<file path="src/rtl/alu_pkg.sv">
// Shared types and constants for the sequential ALU: op encoding, flag bit positions, FSM states.
package alu_pkg;

  typedef enum logic [3:0] {
    ALU_ADD  = 4'd0,
    ALU_SUB  = 4'd1,
    ALU_MUL  = 4'd2,
    ALU_DIV  = 4'd3,
    ALU_SHL  = 4'd4,
    ALU_SHR  = 4'd5,
    ALU_ROL  = 4'd6,
    ALU_ROR  = 4'd7,
    ALU_AND  = 4'd8,
    ALU_OR   = 4'd9,
    ALU_XOR  = 4'd10,
    ALU_NOR  = 4'd11,
    ALU_NAND = 4'd12,
    ALU_XNOR = 4'd13,
    ALU_GT   = 4'd14,
    ALU_EQ   = 4'd15
  } alu_op_e;

  localparam int unsigned FLAG_C   = 0;
  localparam int unsigned FLAG_Z   = 1;
  localparam int unsigned FLAG_N   = 2;
  localparam int unsigned FLAG_V   = 3;
  localparam int unsigned FLAG_DZ  = 4;
  localparam int unsigned NumFlags = 5;

  typedef logic [1:0] state_t;
  localparam state_t StIdle = 2'd0;
  localparam state_t StDiv  = 2'd1;
  localparam state_t StHold = 2'd2;

endpackage

</file>
<file path="src/rtl/alu_seq_if.sv">
// Issue/writeback handshake bundle for alu_seq; slave is the ALU, master the surrounding pipeline.
interface alu_seq_if #(
  parameter int unsigned WIDTH = 8
);
  logic                         in_valid;
  logic                         in_ready;
  logic [WIDTH-1:0]             a;
  logic [WIDTH-1:0]             b;
  logic [3:0]                   op;
  logic                         out_valid;
  logic                         out_ready;
  logic [WIDTH-1:0]             result;
  logic [alu_pkg::NumFlags-1:0] flags;

  modport master (
    output in_valid, a, b, op, out_ready,
    input  in_ready, out_valid, result, flags
  );

  modport slave (
    input  in_valid, a, b, op, out_ready,
    output in_ready, out_valid, result, flags
  );
endinterface

</file>
<file path="src/rtl/alu_divider.sv">
// Unsigned restoring divider, one quotient bit per cycle for WIDTH cycles.
// done marks the cycle of the final step; quotient/remainder then carry that step's result.
module alu_divider #(
  parameter int unsigned WIDTH = 8
) (
  input  logic             clk,
  input  logic             rst_n,
  input  logic             start,
  input  logic [WIDTH-1:0] dividend,
  input  logic [WIDTH-1:0] divisor,
  output logic             busy,
  output logic             done,
  output logic [WIDTH-1:0] quotient,
  output logic [WIDTH-1:0] remainder
);
  localparam int unsigned CntW = $clog2(WIDTH + 1);

  logic [WIDTH-1:0] rem_q, quot_q, dvsr_q;
  logic [CntW-1:0]  cnt_q;
  logic             busy_q;
  logic [WIDTH:0]   shifted, trial;
  logic             neg;

  assign shifted = {rem_q, quot_q[WIDTH-1]};
  assign trial   = shifted - {1'b0, dvsr_q};
  // Wrap-around sets the top bit exactly when shifted < divisor.
  assign neg     = trial[WIDTH];

  assign quotient  = {quot_q[WIDTH-2:0], ~neg};
  assign remainder = neg ? shifted[WIDTH-1:0] : trial[WIDTH-1:0];
  assign busy      = busy_q;
  assign done      = busy_q && (cnt_q == CntW'(1));

  always_ff @(posedge clk or negedge rst_n) begin
    if (!rst_n) begin
      rem_q  <= '0;
      quot_q <= '0;
      dvsr_q <= '0;
      cnt_q  <= '0;
      busy_q <= 1'b0;
    end else if (start && !busy_q) begin
      rem_q  <= '0;
      quot_q <= dividend;
      dvsr_q <= divisor;
      cnt_q  <= CntW'(WIDTH);
      busy_q <= 1'b1;
    end else if (busy_q) begin
      rem_q  <= remainder;
      quot_q <= quotient;
      cnt_q  <= cnt_q - CntW'(1);
      busy_q <= !done;
    end
  end
endmodule

</file>
<file path="src/rtl/alu_seq.sv">
// Registered 16-op ALU with valid/ready handshake, status flags and iterative divider.
// Define ALU_SEQ_SAT_EN for unsigned saturating add/sub (default build wraps).
module alu_seq
  import alu_pkg::*;
#(
  parameter int unsigned WIDTH      = 8,
  parameter int unsigned DIV_CYCLES = WIDTH
) (
  input logic       clk,
  input logic       rst_n,
  alu_seq_if.slave  bus
);
  localparam int unsigned Msb = WIDTH - 1;

  state_t                state_q, state_d;
  logic [WIDTH-1:0]      result_q, result_d;
  logic [NumFlags-1:0]   flags_q, flags_d;

  alu_op_e               op;
  logic [WIDTH:0]        sum, diff;
  logic [2*WIDTH-1:0]    prod;
  logic [WIDTH-1:0]      alu_res;
  logic                  alu_c, alu_v;

  logic                  div_start, div_done, div_busy;
  logic [WIDTH-1:0]      div_quot, div_rem;
  logic                  unused_div;

  function automatic logic [NumFlags-1:0] pack_flags(logic [WIDTH-1:0] res, logic c, logic v,
                                                     logic dz);
    logic [NumFlags-1:0] f;
    f          = '0;
    f[FLAG_C]  = c;
    f[FLAG_Z]  = (res == '0);
    f[FLAG_N]  = res[Msb];
    f[FLAG_V]  = v;
    f[FLAG_DZ] = dz;
    return f;
  endfunction

  assign op   = alu_op_e'(bus.op);
  assign sum  = {1'b0, bus.a} + {1'b0, bus.b};
  assign diff = {1'b0, bus.a} - {1'b0, bus.b};
  assign prod = {{WIDTH{1'b0}}, bus.a} * {{WIDTH{1'b0}}, bus.b};

  always_comb begin
    alu_res = '0;
    alu_c   = 1'b0;
    alu_v   = 1'b0;
    unique case (op)
      ALU_ADD: begin
        alu_c = sum[WIDTH];
        alu_v = (bus.a[Msb] == bus.b[Msb]) && (sum[Msb] != bus.a[Msb]);
`ifdef ALU_SEQ_SAT_EN
        alu_res = sum[WIDTH] ? '1 : sum[Msb:0];
`else
        alu_res = sum[Msb:0];
`endif
      end
      ALU_SUB: begin
        alu_c = diff[WIDTH];
        alu_v = (bus.a[Msb] != bus.b[Msb]) && (diff[Msb] != bus.a[Msb]);
`ifdef ALU_SEQ_SAT_EN
        alu_res = diff[WIDTH] ? '0 : diff[Msb:0];
`else
        alu_res = diff[Msb:0];
`endif
      end
      ALU_MUL: begin
        alu_res = prod[Msb:0];
        alu_c   = |prod[2*WIDTH-1:WIDTH];
      end
      ALU_DIV:  alu_res = '0;
      ALU_SHL: begin
        alu_res = {bus.a[Msb-1:0], 1'b0};
        alu_c   = bus.a[Msb];
      end
      ALU_SHR: begin
        alu_res = {1'b0, bus.a[Msb:1]};
        alu_c   = bus.a[0];
      end
      ALU_ROL: begin
        alu_res = {bus.a[Msb-1:0], bus.a[Msb]};
        alu_c   = bus.a[Msb];
      end
      ALU_ROR: begin
        alu_res = {bus.a[0], bus.a[Msb:1]};
        alu_c   = bus.a[0];
      end
      ALU_AND:  alu_res = bus.a & bus.b;
      ALU_OR:   alu_res = bus.a | bus.b;
      ALU_XOR:  alu_res = bus.a ^ bus.b;
      ALU_NOR:  alu_res = ~(bus.a | bus.b);
      ALU_NAND: alu_res = ~(bus.a & bus.b);
      ALU_XNOR: alu_res = ~(bus.a ^ bus.b);
      ALU_GT:   alu_res = {{(WIDTH-1){1'b0}}, bus.a > bus.b};
      ALU_EQ:   alu_res = {{(WIDTH-1){1'b0}}, bus.a == bus.b};
      default:  alu_res = '0;
    endcase
  end

  always_comb begin
    state_d   = state_q;
    result_d  = result_q;
    flags_d   = flags_q;
    div_start = 1'b0;
    unique case (state_q)
      StIdle: begin
        if (bus.in_valid) begin
          if (op != ALU_DIV) begin
            result_d = alu_res;
            flags_d  = pack_flags(alu_res, alu_c, alu_v, 1'b0);
            state_d  = StHold;
          end else if (bus.b == '0) begin
            result_d = '1;
            flags_d  = pack_flags('1, 1'b0, 1'b0, 1'b1);
            state_d  = StHold;
          end else begin
            div_start = 1'b1;
            state_d   = StDiv;
          end
        end
      end
      StDiv: begin
        if (div_done) begin
          result_d = div_quot;
          flags_d  = pack_flags(div_quot, 1'b0, 1'b0, 1'b0);
          state_d  = StHold;
        end
      end
      StHold: begin
        if (bus.out_ready) state_d = StIdle;
      end
      default: state_d = StIdle;
    endcase
  end

  always_ff @(posedge clk or negedge rst_n) begin
    if (!rst_n) begin
      state_q  <= StIdle;
      result_q <= '0;
      flags_q  <= '0;
    end else begin
      state_q  <= state_d;
      result_q <= result_d;
      flags_q  <= flags_d;
    end
  end

  alu_divider #(
    .WIDTH (WIDTH)
  ) u_div (
    .clk       (clk),
    .rst_n     (rst_n),
    .start     (div_start),
    .dividend  (bus.a),
    .divisor   (bus.b),
    .busy      (div_busy),
    .done      (div_done),
    .quotient  (div_quot),
    .remainder (div_rem)
  );

  assign unused_div = ^{div_rem, div_busy};

  assign bus.in_ready  = (state_q == StIdle);
  assign bus.out_valid = (state_q == StHold);
  assign bus.result    = result_q;
  assign bus.flags     = flags_q;
endmodule

</file>
<file path="src/flat_wrapper.sv">
// flat-port wrapper written by rule: the top's interface ports become plain ports
module alu_seq_flat import alu_pkg::*;
#(
  parameter int unsigned WIDTH      = 8,
  parameter int unsigned DIV_CYCLES = WIDTH
)
  (clk, rst_n, bus_in_valid, bus_a, bus_b, bus_op, bus_out_ready, bus_in_ready, bus_out_valid, bus_result, bus_flags);
  alu_seq_if #(.WIDTH(WIDTH)) bus_i ();
  input logic clk;
  input logic rst_n;
  input wire logic [$bits(bus_i.in_valid)-1:0] bus_in_valid;
  input wire logic [$bits(bus_i.a)-1:0] bus_a;
  input wire logic [$bits(bus_i.b)-1:0] bus_b;
  input wire logic [$bits(bus_i.op)-1:0] bus_op;
  input wire logic [$bits(bus_i.out_ready)-1:0] bus_out_ready;
  output wire logic [$bits(bus_i.in_ready)-1:0] bus_in_ready;
  output wire logic [$bits(bus_i.out_valid)-1:0] bus_out_valid;
  output wire logic [$bits(bus_i.result)-1:0] bus_result;
  output wire logic [$bits(bus_i.flags)-1:0] bus_flags;
  assign bus_i.in_valid = bus_in_valid;
  assign bus_i.a = bus_a;
  assign bus_i.b = bus_b;
  assign bus_i.op = bus_op;
  assign bus_i.out_ready = bus_out_ready;
  assign bus_in_ready = bus_i.in_ready;
  assign bus_out_valid = bus_i.out_valid;
  assign bus_result = bus_i.result;
  assign bus_flags = bus_i.flags;
  alu_seq #(.WIDTH(WIDTH), .DIV_CYCLES(DIV_CYCLES)) u_core (.clk(clk), .rst_n(rst_n), .bus(bus_i));
endmodule
</file>
<file path="config.mk">
export PLATFORM = sky130hd
export DESIGN_NAME = alu_seq_flat
export DESIGN_NICKNAME = d
export VERILOG_FILES = /design/src/rtl/alu_pkg.sv /design/src/rtl/alu_seq_if.sv /design/src/rtl/alu_divider.sv /design/src/rtl/alu_seq.sv /design/src/flat_wrapper.sv
export SDC_FILE = /design/constraint.sdc
export NUM_CORES = 1
export LEC_CHECK = 0
export CORE_AREA = 3 3 126 128
export CTS_CLUSTER_SIZE = 25
export DETAILED_ROUTE_END_ITERATION = 6
export DIE_AREA = 0 0 129 131
export DONT_BUFFER_PORTS = 1
export SYNTH_ARGS = -nofsm -noshare
export SYNTH_HDL_FRONTEND = slang
export SYNTH_SLANG_ARGS = --single-unit
</file>
<file path="constraint.sdc">
create_clock -name clk -period 3.2 [get_ports clk]
set_input_delay 0.32 -clock clk [delete_from_list [all_inputs] [get_ports clk]]
set_output_delay 0.32 -clock clk [all_outputs]
set_load 0.005 [all_outputs]
</file>
=== Yosys cells after proc, flatten, opt, wreduce, memory -nomap -nowiden ===
Index checks and enable logic that the tools add are counted.

* Register bits after elaboration: 44
* Input port bits: 24
* Output and inout bits: 15
* Word-level logic and storage cells: 99

* Add/subtract/negate cells: 4
* $mul: 1
* $lt $le $gt $ge: 1
* Eq/ne operators: 28
* Multiplexer cells: 32
* Bitwise logic cells: 7
* Reductions and logical operators: 18

{| class="wikitable"
|+ Operator list
! cell !! count
|-
| $pmux 8 s16 || 1
|-
| $mux 8 || 9
|-
| $eq 4x4->1 const B || 8
|-
| $logic_not 8->1 || 3
|-
| $not 8->8 || 3
|-
| $mux 5 || 4
|-
| $eq 4x3->1 const B || 4
|-
| $mul 8x8->16 || 1
|-
| $pmux 8 s2 || 1
|-
| $mux 2 || 5
|-
| $pmux 5 s2 || 1
|-
| $add 8x8->9 || 1
|-
| $sub 8x8->9 || 1
|-
| $sub 9x8->9 || 1
|-
| $and 8x8->8 || 1
|-
| $eq 4x1->1 const B || 2
|-
| $eq 4x2->1 const B || 2
|-
| $eq 8x8->1 || 1
|-
| $gt 8x8->1 || 1
|-
| $mux 4 || 2
|-
| $or 8x8->8 || 1
|-
| $reduce_or 8->1 || 1
|-
| $xor 8x8->8 || 1
|-
| $mux 1 || 6
|-
| other kinds (20) || 30
|}

=== Longest topological paths before layout ===
Gate-level depths: netlist of run 1.

* Depth in word-level cells: 7
* Mapped depth: 18
* Mapped depth without buffers: 17

=== Hierarchy ===
From an unflattened synthesis of run 1, not the netlist that was laid out.

* Cells, all modules: 761
* Area total of the unflattened synthesis: 6197.2 um^2

{| class="wikitable"
|+ By module, submodules not included
! module !! instances !! cells an instance !! area an instance (um^2)
|-
| alu_seq || 1 || 582 || 4430.5
|-
| alu_divider || 1 || 179 || 1766.7
|}

=== Least setup slack after synthesis of run 1 ===
No wires, ideal clock.

* Path type: input port to flip-flop
* From: input bus_a[2]
* To: register u_core.flags_q[0], in the netlist u_core.bus.flags[0]
* Setup time: 0.131 ns
* Arrival time: 4.021 ns
* Data required time: 3.069 ns
* Path slack: -0.952 ns
* Stages: 14
* Path buffers: 1
* Path through: clkbuf_1 -> nand2_1 -> fa_1 -> fa_1 -> fa_1 -> inv_1 -> fa_1 -> ha_1 -> nand3_1 -> or3_1 -> a31oi_1 -> mux2i_1 -> o31ai_1 -> nand3_1

* Longest elaborated chain between the ends: 6
* Elaborated cells on any way between the ends: 8

{| class="wikitable"
|+ RTL lines
! item !! line !! text
|-
| start, declared || flat_wrapper.sv:12 || <nowiki>input wire logic [$bits(bus_i.a)-1:0] bus_a;</nowiki>
|-
| $mul 8x8->16 || alu_seq.sv:44 || <nowiki>assign prod = {{WIDTH{1'b0}}, bus.a} * {{WIDTH{1'b0}}, bus.b};</nowiki>
|-
| $reduce_or 8->1 || alu_seq.sv:71 || <nowiki>alu_c = |prod[2*WIDTH-1:WIDTH];</nowiki>
|-
| $pmux 1 s5 (*) || alu_seq.sv:50 || <nowiki>unique case (op)</nowiki>
|-
| $mux 5 (*) || alu_seq.sv:110 || <nowiki>if (op != ALU_DIV) begin</nowiki>
|-
| $mux 5 (*) || alu_seq.sv:109 || <nowiki>if (bus.in_valid) begin</nowiki>
|-
| $pmux 5 s2 (*) || alu_seq.sv:107 || <nowiki>unique case (state_q)</nowiki>
|-
| end signal, assigned || alu_seq.sv:146 || <nowiki>flags_q <= flags_d;</nowiki>
|-
| end, declared || alu_seq.sv:17 || <nowiki>logic [NumFlags-1:0] flags_q, flags_d;</nowiki>
|}

Mark *: on every way between the ends. The rest lies on a longest branch, timed or not. The select of a mux whose other input is x is not followed.
A chain may end at the register's enable or synchronous reset.

=== Worst setup path in the final report of run 1 ===
* From: input bus_b[3]
* To: register u_core.flags_q[0], in the netlist u_core.bus.flags[0]

* Longest elaborated chain between the ends: 6
* Elaborated cells on any way between the ends: 11

{| class="wikitable"
|+ RTL lines
! item !! line !! text
|-
| start, declared || flat_wrapper.sv:13 || <nowiki>input wire logic [$bits(bus_i.b)-1:0] bus_b;</nowiki>
|-
| $mul 8x8->16 || alu_seq.sv:44 ||
|-
| $reduce_or 8->1 || alu_seq.sv:71 ||
|-
| $pmux 1 s5 || alu_seq.sv:50 ||
|-
| $mux 5 || alu_seq.sv:110 ||
|-
| $mux 5 || alu_seq.sv:109 ||
|-
| $pmux 5 s2 || alu_seq.sv:107 ||
|}

Several ways; a longest one is shown, not always the timed one. The select of a mux whose other input is x is not followed.

==> results.cfg, run 1 <==
[cells_and_area]
fill_cells = 1474
fin_util_pct = 49.1
multi_input_area_um2 = 4940
antenna_cells = 0
fin_area_um2 = 7350
syn_to_final_growth_pct = 18.8
regArea_um2 = 1080
layout.nets = 944
layout-drive-gt1-share_pct = 21.3

[setup_path]
rrSetupSlack_ps = 550
slowest_delay_ps = 550
rr_startpoint = u_core.u_div.quot_q[7]
start_kind = input port
crit_fanout = 7
cp_common_cell = fa_1
path_class = in -> reg
slowest_stage = fa_1
ff2ff_path_depth = 12
crit_path_end_kind = register
timing.rr.end = u_core.u_div.rem_q[0]
cp_top_family = adder cells
crit_arrival_ps = 4000
critical_path_buf_inv_count = 3
cp_cell_sequence = clkinvlp_4 -> nor2_2 -> fa_1 -> inv_1 -> fa_2 -> fa_1 -> fa_1 -> inv_2 -> ha_4 -> a21o_1 -> a21oi_2 -> o21ai_1 -> mux2i_1 -> nand4_1 -> o31ai_4 -> nand3_1
required_ps = 3350

[route]
drtIter0Drc = 471
drt_first_pass_iters = 5
via_count = 5759
drc = 0
totalWireLength_um = 18400
post_drt_wl_per_cell_um = 18.4
final_antenna_net_count = 0
avgViaCountPerCell = 5.76

[placement]
post-place-ws_ps = -1270
placed_cell_area_um2 = 6800
place_congestion = 0.963
dp_hpwl_um = 14400
io_buffer_count = 0

[hold_path]
whs_endpoint = u_core.state_q[1]
hold_class = in -> reg
whs_path_depth = 1
min-delay-start = bus_out_ready

[synthesis]
synth_edf_count = 0
synth_ff_type = dfrtp_1
ys_ff_latch = 43
synth.cell_area_um2 = 6190
synth.lib_cells_used.distinct = 83
syn_nets = 902
async_flop_share_pct = 100
postSynthAreaPerCell_um2 = 8.05
seq_area_frac_synth_pct = 17.4
yosysWarnings = 0
syn_inst = 769

[floorplan]
start_util_pct = 41.3
dieArea_um2 = 16900
core_um2 = 15000
ioPinCount = 39
rows = 45
fp.dieH_um = 131
die_w_um = 129

[global_route]
grt_max_degree = 50
busiest_layer = met2
grt_pass1_wl_um = 29700
gr-usage-met3_pct = 3.25
met1_usage_pct = 30.0
grt_pass1_vias = 5648
antenna_found_initial = 0
use_met2_pct = 36.6
gr-total-overflow = 0
grt_usage_pct = 22.0

[pwr]
pwr-share-seq_pct = 21.2
ir_worst_vdd_mv = 0.326
power_frac_comb_pct = 67.7
p_clk_share_pct = 11.1
netSwitchingFraction_pct = 43.5
power_switching_mw = 1.93
p_leak_nw = 3.33
internal_power_mw = 2.51
powerDensity_nw_per_um2 = 605

[clock_network]
cts_tree = yes
worstSkewPairLatency_ps = 290
cts_sinks = 43
cts.path.max_buffers = 2
numCtsBuffers = 5
cts_htree_levels = 2
root_buffer = clkbuf_16
cts.reportedPaths.clkPinSlew_ps = 60

[timing]
hold_viol = 0
tightest_slew_ps = 717
slew_viol_final = 0
rsz0062_at_grt = yes
clock_skew_ps = 5.02
max_freq_mhz = 260
relSlewSlack_pct = 51.8
setup_tns_ps = -2860
holdWs_ps = 144
finalSetupViolations = 6
period_minus_slack_ps = 3840
finalWorstSetupSlack_ps = -643
period_share_pct = 120

[run]
drv_cap = 0

[outcome]
status = complete, but fails checks
failed_checks = setup timing
[cell families (layout without fill, tap and decap cells)]
group	Yosys count	count (layout)	synth area share [%]
simple gates	260	260	20.5
compound gates	185	185	20.3
buf+inv	137	180	9.56
fa+ha+maj	109	109	26.8
flops	43	43	17.4
mux	18	18	2.95
xor+xnor	17	17	2.53
[through the flow]
step	cells	power, mW
2_1_floorplan	769	2.98
3_3_place_gp	980	3.55
3_5_place_dp	980	3.65
4_1_cts	998	4.27
5_1_grt	1000	4.88
6_report	1000	4.45
[worst max-delay path by stage]
stage,from,to,cells past startpoint
after floorplan,bus_b[3],u_core.bus.flags[0],15
after global placement,bus_b[3],u_core.bus.flags[0],15
after detailed placement,bus_a[4],u_core.bus.flags[0],17
after CTS,bus_a[4],u_core.bus.flags[0],17
after global routing,bus_b[3],u_core.bus.flags[0],16
final,bus_b[3],u_core.bus.flags[0],16
[repair_timing]
action,in CTS,in global routing
hold endpoints to repair,43,0
hold buffers,2,0
gates resized for setup,31,35
pin swaps,37,52
endpoints found under the setup margin,6,6
buffers inserted,8,2
[power by group through the flow]
stage          logic (mW)  clock network (mW)  registers [mW]
4_1_cts              2.83               0.502           0.941
3_5_place_dp         2.70                   0           0.950
5_1_grt              3.38               0.535           0.973
3_3_place_gp         2.61                   0           0.939
6_report             3.01               0.492           0.943
2_1_floorplan        2.07                   0           0.907
[cells in the mapped netlist (all sizes together), types with 4 or more instances]
library cell | count | area share [%]
a21o | 9 | 1.1
or3 | 7 | 0.79
xnor2 | 8 | 1.1
fa | 39 | 13
dfrtp | 43 | 17
nor4 | 7 | 0.81
clkbuf | 12 | 0.73
o2111ai | 4 | 0.57
o211ai | 5 | 0.61
o2bb2ai | 4 | 0.57
nor2 | 66 | 4.2
inv | 97 | 5.9
a22o | 4 | 0.57
ha | 70 | 14
o22ai | 6 | 0.61
nand2b | 7 | 0.71
nand2 | 94 | 5.7
clkinv | 4 | 0.24
a31oi | 9 | 0.91
o21ai | 47 | 3.8
o221ai | 7 | 1.1
a21boi | 4 | 0.55
nand3b | 8 | 0.97
nor2b | 11 | 1.1
buf | 24 | 2.7
nor3 | 19 | 1.5
mux2i | 16 | 2.6
o31ai | 12 | 1.5
nand3 | 20 | 1.6
a21oi | 38 | 3.1
xor2 | 9 | 1.4
[cells in the final DEF, fill, tap and decap left out, types with 5 or more instances in the layout]
master	count
nor2b_1	11
a31oi_1	7
o21ai_0	35
a21oi_2	5
nand3b_1	8
inv_1	79
clkbuf_16	5
o31ai_1	10
dfrtp_1	43
o221ai_1	5
fa_1	32
a21oi_1	32
nor3_1	17
xor2_1	8
nor4_1	6
xnor2_1	8
nor2_1	58
ha_1	53
fa_2	7
o21ai_1	12
buf_4	64
nand3_1	16
buf_6	5
nand2b_1	7
mux2i_1	15
a21o_1	9
inv_2	15
or3_1	5
o211ai_1	5
nand2_1	90
nor2_2	6
o22ai_1	5
ha_4	16
[flip-flops by register name (all words and copies together), names as in the netlist]
signal               cells
u_core.u_div.dvsr_q      8
u_core.u_div.quot_q      8
u_core.u_div.rem_q       8
u_core.bus.result        7
u_core.bus.flags         5
u_core.u_div.cnt_q       4
u_core.state_q           2
u_core.u_div.busy        1
[area by class of cell]
class | count | area share [%]
clock buffers | 7 | 1.80
clock inverters | 1 | 0.0681
inverters | 101 | 5.34
multi-input cells | 589 | 67.1
flip-flops and latches | 43 | 14.6
well taps | 188 | 3.20
repair buffers | 71 | 7.81
[routing by layer]
layer	vias to the layer above	part of all wire, %
met5	-	0
met4	0	2.5
met3	27	5.8
met2	189	48
met1	2794	44
li1	2749	-
No activity file was read; power rests on OpenSTA's default activity.
==> inputs of run 2 (changes only) <==
==> constraint.sdc (replaced) <==
create_clock -name clk -period 3.2 [get_ports clk]
set_input_delay 0.64 -clock clk [delete_from_list [all_inputs] [get_ports clk]]
set_output_delay 0.64 -clock clk [all_outputs]
set_load 0.005 [all_outputs]
==> results.cfg, run 2 (synthesis results as in run 1) <==
[route]
post_drt_wl_per_cell_um = 18.2
via_count = 5756
drt_first_pass_iters = 5
totalWireLength_um = 18400
drtIter0Drc = 364
avgViaCountPerCell = 5.72
final_antenna_net_count = 0
drc = 0

[setup_path]
cp.depth = 16
crit_path_end_kind = register
path_class = in -> reg
rr_startpoint = u_core.u_div.quot_q[7]
cp_common_cell = fa_1
slowest_delay_ps = 550
slowest_stage = fa_1
timing.rr.end = u_core.u_div.rem_q[5]
crit_arrival_ps = 4360
ff2ff_path_depth = 12
start_kind = input port
crit_fanout = 7
rrSetupSlack_ps = 550
cp_top_family = adder cells
critical_path_buf_inv_count = 4
cp_cell_sequence = clkinvlp_4 -> nor2_2 -> fa_1 -> inv_2 -> fa_1 -> fa_1 -> fa_1 -> inv_2 -> ha_4 -> nand3_2 -> or3_1 -> a31oi_1 -> mux2i_1 -> o31ai_1 -> buf_4 -> nand3_1
required_ps = 3360
crit_end = u_core.bus.flags[0]
crit_path_start = bus_b[3]

[placement]
io_buffer_count = 0
dp_hpwl_um = 14600
place_congestion = 0.949
placed_cell_area_um2 = 6910
place_inst = 994

[clock_network]
cts.reportedPaths.clkPinSlew_ps = 60
cts_htree_levels = 2
cts.path.max_buffers = 2
numCtsBuffers = 5
cts_sinks = 43
root_buffer = clkbuf_16
worstSkewPairLatency_ps = 290
hold_buffers = 0
cts_tree = yes

[floorplan]
rows = 45
fp.dieH_um = 131
core_um2 = 15000
dieArea_um2 = 16900
ioPinCount = 39
start_util_pct = 41.3
die_w_um = 129

[cells_and_area]
syn_to_final_growth_pct = 18.3
fill_cells = 1447
finalNonFillerCells = 1006
layout.nets = 952
layout-drive-gt1-share_pct = 21.0
multi_input_area_um2 = 4860
reg_top3 = u_core.u_div.dvsr_q: 8 flops, u_core.u_div.quot_q: 8 flops, u_core.u_div.rem_q: 8 flops
layout_common_cells = nand2_1, inv_1, buf_4, nor2_1, ha_1
regArea_um2 = 1080
fin_area_um2 = 7330
antenna_cells = 0
final_common_cell = nand2_1

[timing]
rsz0062_at_grt = yes
period_minus_slack_ps = 4200
finalSetupViolations = 6
hold_viol = 0
slew_viol_final = 0
relSlewSlack_pct = 60.5
period_share_pct = 131
finalWorstSetupSlack_ps = -1000
clock_skew_ps = 6.77
max_freq_mhz = 238
tightest_slew_ps = 591

[pwr]
p_leak_nw = 3.35
powerDensity_nw_per_um2 = 589
finalPower_mw = 4.32
ir_worst_vdd_mv = 0.446

[outcome]
failed_checks = setup timing
status = complete, but fails checks

[global_route]
grt_pass1_wl_um = 29800
grt_usage_pct = 22.1
gr-total-overflow = 0
antenna_found_initial = 0
grt_pass1_vias = 5755
grt_max_degree = 50

[run]
drv_cap = 0

[hold_path]
hold_class = in -> async
-- run 2: timing repair --
| item | in CTS | in global routing |
|---|---|---|
| resized for setup | 41 | 16 |
| setup buffers | 5 | 1 |
| pin swaps | 31 | 22 |
| setup endpoints to repair | 8 | 8 |
-- run 2: per-layer routing --
metal | track usage, % | part of all wire, %
met2 | 36.9 | 48
met1 | 30.6 | 45
met3 | 3.09 | 4.9
met4 | 4.94 | 2.2
met5 | 0 | 0
-- run 2: area by class of cell --
| type | instances | area share [%] |
|---|---|---|
| Clock buffer | 6 | 1.76 |
| Inverter | 101 | 5.41 |
| Sequential cell | 43 | 14.7 |
| Tap cell | 188 | 3.21 |
| Timing Repair Buffer | 79 | 8.56 |
| Multi-Input combinational cell | 589 | 66.4 |
-- run 2: through the flow --
| step | setup slack, ps | util (%) | TNS, ps | hold slack, ps |
|---|---|---|---|---|
| 3_3_place_gp | -1220 | 46.1 | -7450 | 345 |
| 6_report | -1000 | 48.9 | -4860 | 43.9 |
| 3_5_place_dp | -1290 | 46.1 | -7850 | 345 |
| 4_1_cts | -985 | 48.5 | -5010 | 41.0 |
| 5_1_grt | -1170 | 48.9 | -5890 | 35.0 |
| 2_1_floorplan | -973 | - | -4810 | 344 |
-- run 2: worst min-delay path by stage --
stage,start,endpoint,slack [ps],cells past startpoint
2_1_floorplan,rst_n,u_core.bus.flags[0],340,0
3_3_place_gp,rst_n,u_core.bus.flags[4],350,0
3_5_place_dp,rst_n,u_core.bus.result[2],350,0
4_1_cts,rst_n,u_core.bus.result[3],40,0
5_1_grt,rst_n,u_core.bus.flags[1],40,0
6_report,rst_n,u_core.bus.result[3],40,0
-- run 2: power by group --
group	internal, mW	total, mW	switching, mW
Sequential	0.770	0.950	0.180
Clock	0.281	0.474	0.194
Combinational	1.42	2.89	1.48
Total	2.47	4.32	1.85
==> inputs of run 3 (changes only) <==
--- a/config.mk
+++ b/config.mk
@@ -9,7 +9,7 @@
 export CTS_CLUSTER_SIZE = 25
 export DETAILED_ROUTE_END_ITERATION = 6
 export DIE_AREA = 0 0 129 131
-export DONT_BUFFER_PORTS = 1
 export SYNTH_ARGS = -nofsm -noshare
 export SYNTH_HDL_FRONTEND = slang
+export SYNTH_HIERARCHICAL = 1
 export SYNTH_SLANG_ARGS = --single-unit
==> results.cfg, run 3 <==
[global_route]
antenna_found_initial = 1
grt_pass1_wl_um = 34600
grt_usage_pct = 26.3
grt_pass1_vias = 6563
gr-total-overflow = 0
grt_max_degree = 44

[synthesis]
synth.cell_area_um2 = 6190
syn_inst = 759
yosysWarnings = 6
syn_nets = 892
postSynthAreaPerCell_um2 = 8.15

[route]
via_count = 6370
drtIter0Drc = 457
totalWireLength_um = 22100
avgViaCountPerCell = 5.60
post_drt_wl_per_cell_um = 19.4
final_antenna_net_count = 0
drc = 1
drt_first_pass_iters = 7

[floorplan]
dieArea_um2 = 16900
fp.dieH_um = 131
start_util_pct = 41.3
core_um2 = 15000
ioPinCount = 39
rows = 45
die_w_um = 129

[cells_and_area]
layout-drive-gt1-share_pct = 37.7
antenna_cells = 0
reg_top3 = u_core/u_div/dvsr_q: 8 flops, u_core/u_div/quot_q: 8 flops, u_core/u_div/rem_q: 8 flops
layout.nets = 1081
final_common_cell = buf_4
fin_util_pct = 59.6
layout_common_cells = buf_4, nor2_1, inv_1, nand2_1, ha_1
syn_to_final_growth_pct = 44.3

[placement]
dp_hpwl_um = 17000
place_congestion = 0.995
io_buffer_count = 38

[timing]
hold_viol = 0
clock_skew_ps = 5.18
period_minus_slack_ps = 4430
slew_viol_final = 0
finalSetupViolations = 7
tightest_slew_ps = 979
rsz0062_at_grt = yes
setup_tns_ps = -6450
finalWorstSetupSlack_ps = -1230
period_share_pct = 139
relSlewSlack_pct = 34.7
max_freq_mhz = 226

[pwr]
p_clk_share_pct = 10.3
pwr-share-seq_pct = 17.8
power_switching_mw = 2.22
internal_power_mw = 2.88
power_frac_comb_pct = 71.8
p_leak_nw = 4.10
netSwitchingFraction_pct = 43.5
powerDensity_nw_per_um2 = 571
ir_worst_vdd_mv = 0.637

[setup_path]
crit_arrival_ps = 4600
path_class = in -> reg
start_kind = input port
crit_path_end_kind = register
crit_fanout = 5
required_ps = 3360

[clock_network]
cts_sinks = 43
hold_buffers = 0
cts.reportedPaths.clkPinSlew_ps = 60
cts_htree_levels = 2
worstSkewPairLatency_ps = 300
cts.path.max_buffers = 2
root_buffer = clkbuf_16
cts_tree = yes
numCtsBuffers = 5

[run]
drv_cap = 0

[outcome]
failed_checks = DRC, setup timing
status = complete, but fails checks

[hold_path]
hold_class = reg -> reg
[run 3: stage by stage]
step           total power [mW]  cells  area (um2)  hold slack (ps)  worst slack [ps]
3_5_place_dp               4.10   1104        8030              472             -2280
4_1_cts                    4.89   1138        8650              498             -1380
5_1_grt                    5.51   1137        8930              513             -1340
2_1_floorplan              3.05    759        6440              344             -1050
6_report                   5.10   1137        8930              488             -1230
3_3_place_gp               4.00   1104        8030              472             -2050
[run 3: timing repair]
| action | CTS | global route |
|---|---|---|
| gates resized for setup | 143 | 82 |
| pin swaps | 65 | 48 |
| buffers inserted | 29 | 3 |
| endpoints found under the setup margin | 10 | 9 |
[run 3: cell type report]
cell class	instances	area, um2
timing repair buffer	216	1820
clock inverter	3	26.3
clock buffer	5	125
fill	1295	6050
multi-input combinational	577	5220
inverter	105	434
sequential	43	1080
tap	188	235
[run 3: path summary, 6_finish.rpt]
kind / startpoint / to / slack, ps / cells after the start
min: u_core/bus.flags[3] / u_core/bus.flags[3] / 490 / 2
min reg2reg: u_core/bus.flags[3] / u_core/bus.flags[3] / 490 / 2
min in group asynchronous: rst_n / u_core/u_div/rem_q[5] / 510 / 1
max: bus_a[5] / u_core/bus.flags[0] / -1230 / 18
max reg2reg: u_core/u_div/quot_q[7] / u_core/u_div/rem_q[6] / 520 / 10
max in group asynchronous: rst_n / u_core/bus.flags[2] / 2090 / 1
[run 3: metal layers]
layer  wire, um  vias to the layer above  track usage (%)
li1           -                     2978                -
met1       9220                     3116             33.5
met2      10800                      222             44.5
met3       1360                       52             4.51
met4        705                        2             10.1
met5         13                        -                0
[run 3: worst max-delay path, cell delays in order]
cell and delay [ps]:
buf_2 110, buf_8 140, inv_4 60, nor2_4 40, fa_1 550, inv_2 50, fa_2 340, fa_1 530
inv_2 40, fa_2 550, ha_4 210, buf_4 140, or3_1 320, o21ai_2 80, a21oi_2 60, mux2_4 320
o41ai_4 310, a31oi_1 120
[run 3: power groups by stage]
stage	Combinational [mW]	Sequential [mW]	Clock, mW
floorplan	2.18	0.869	0
global route	4.01	0.936	0.566
CTS	3.44	0.907	0.544
finish	3.66	0.911	0.527
detailed placement	3.19	0.912	0
global placement	3.09	0.907	0
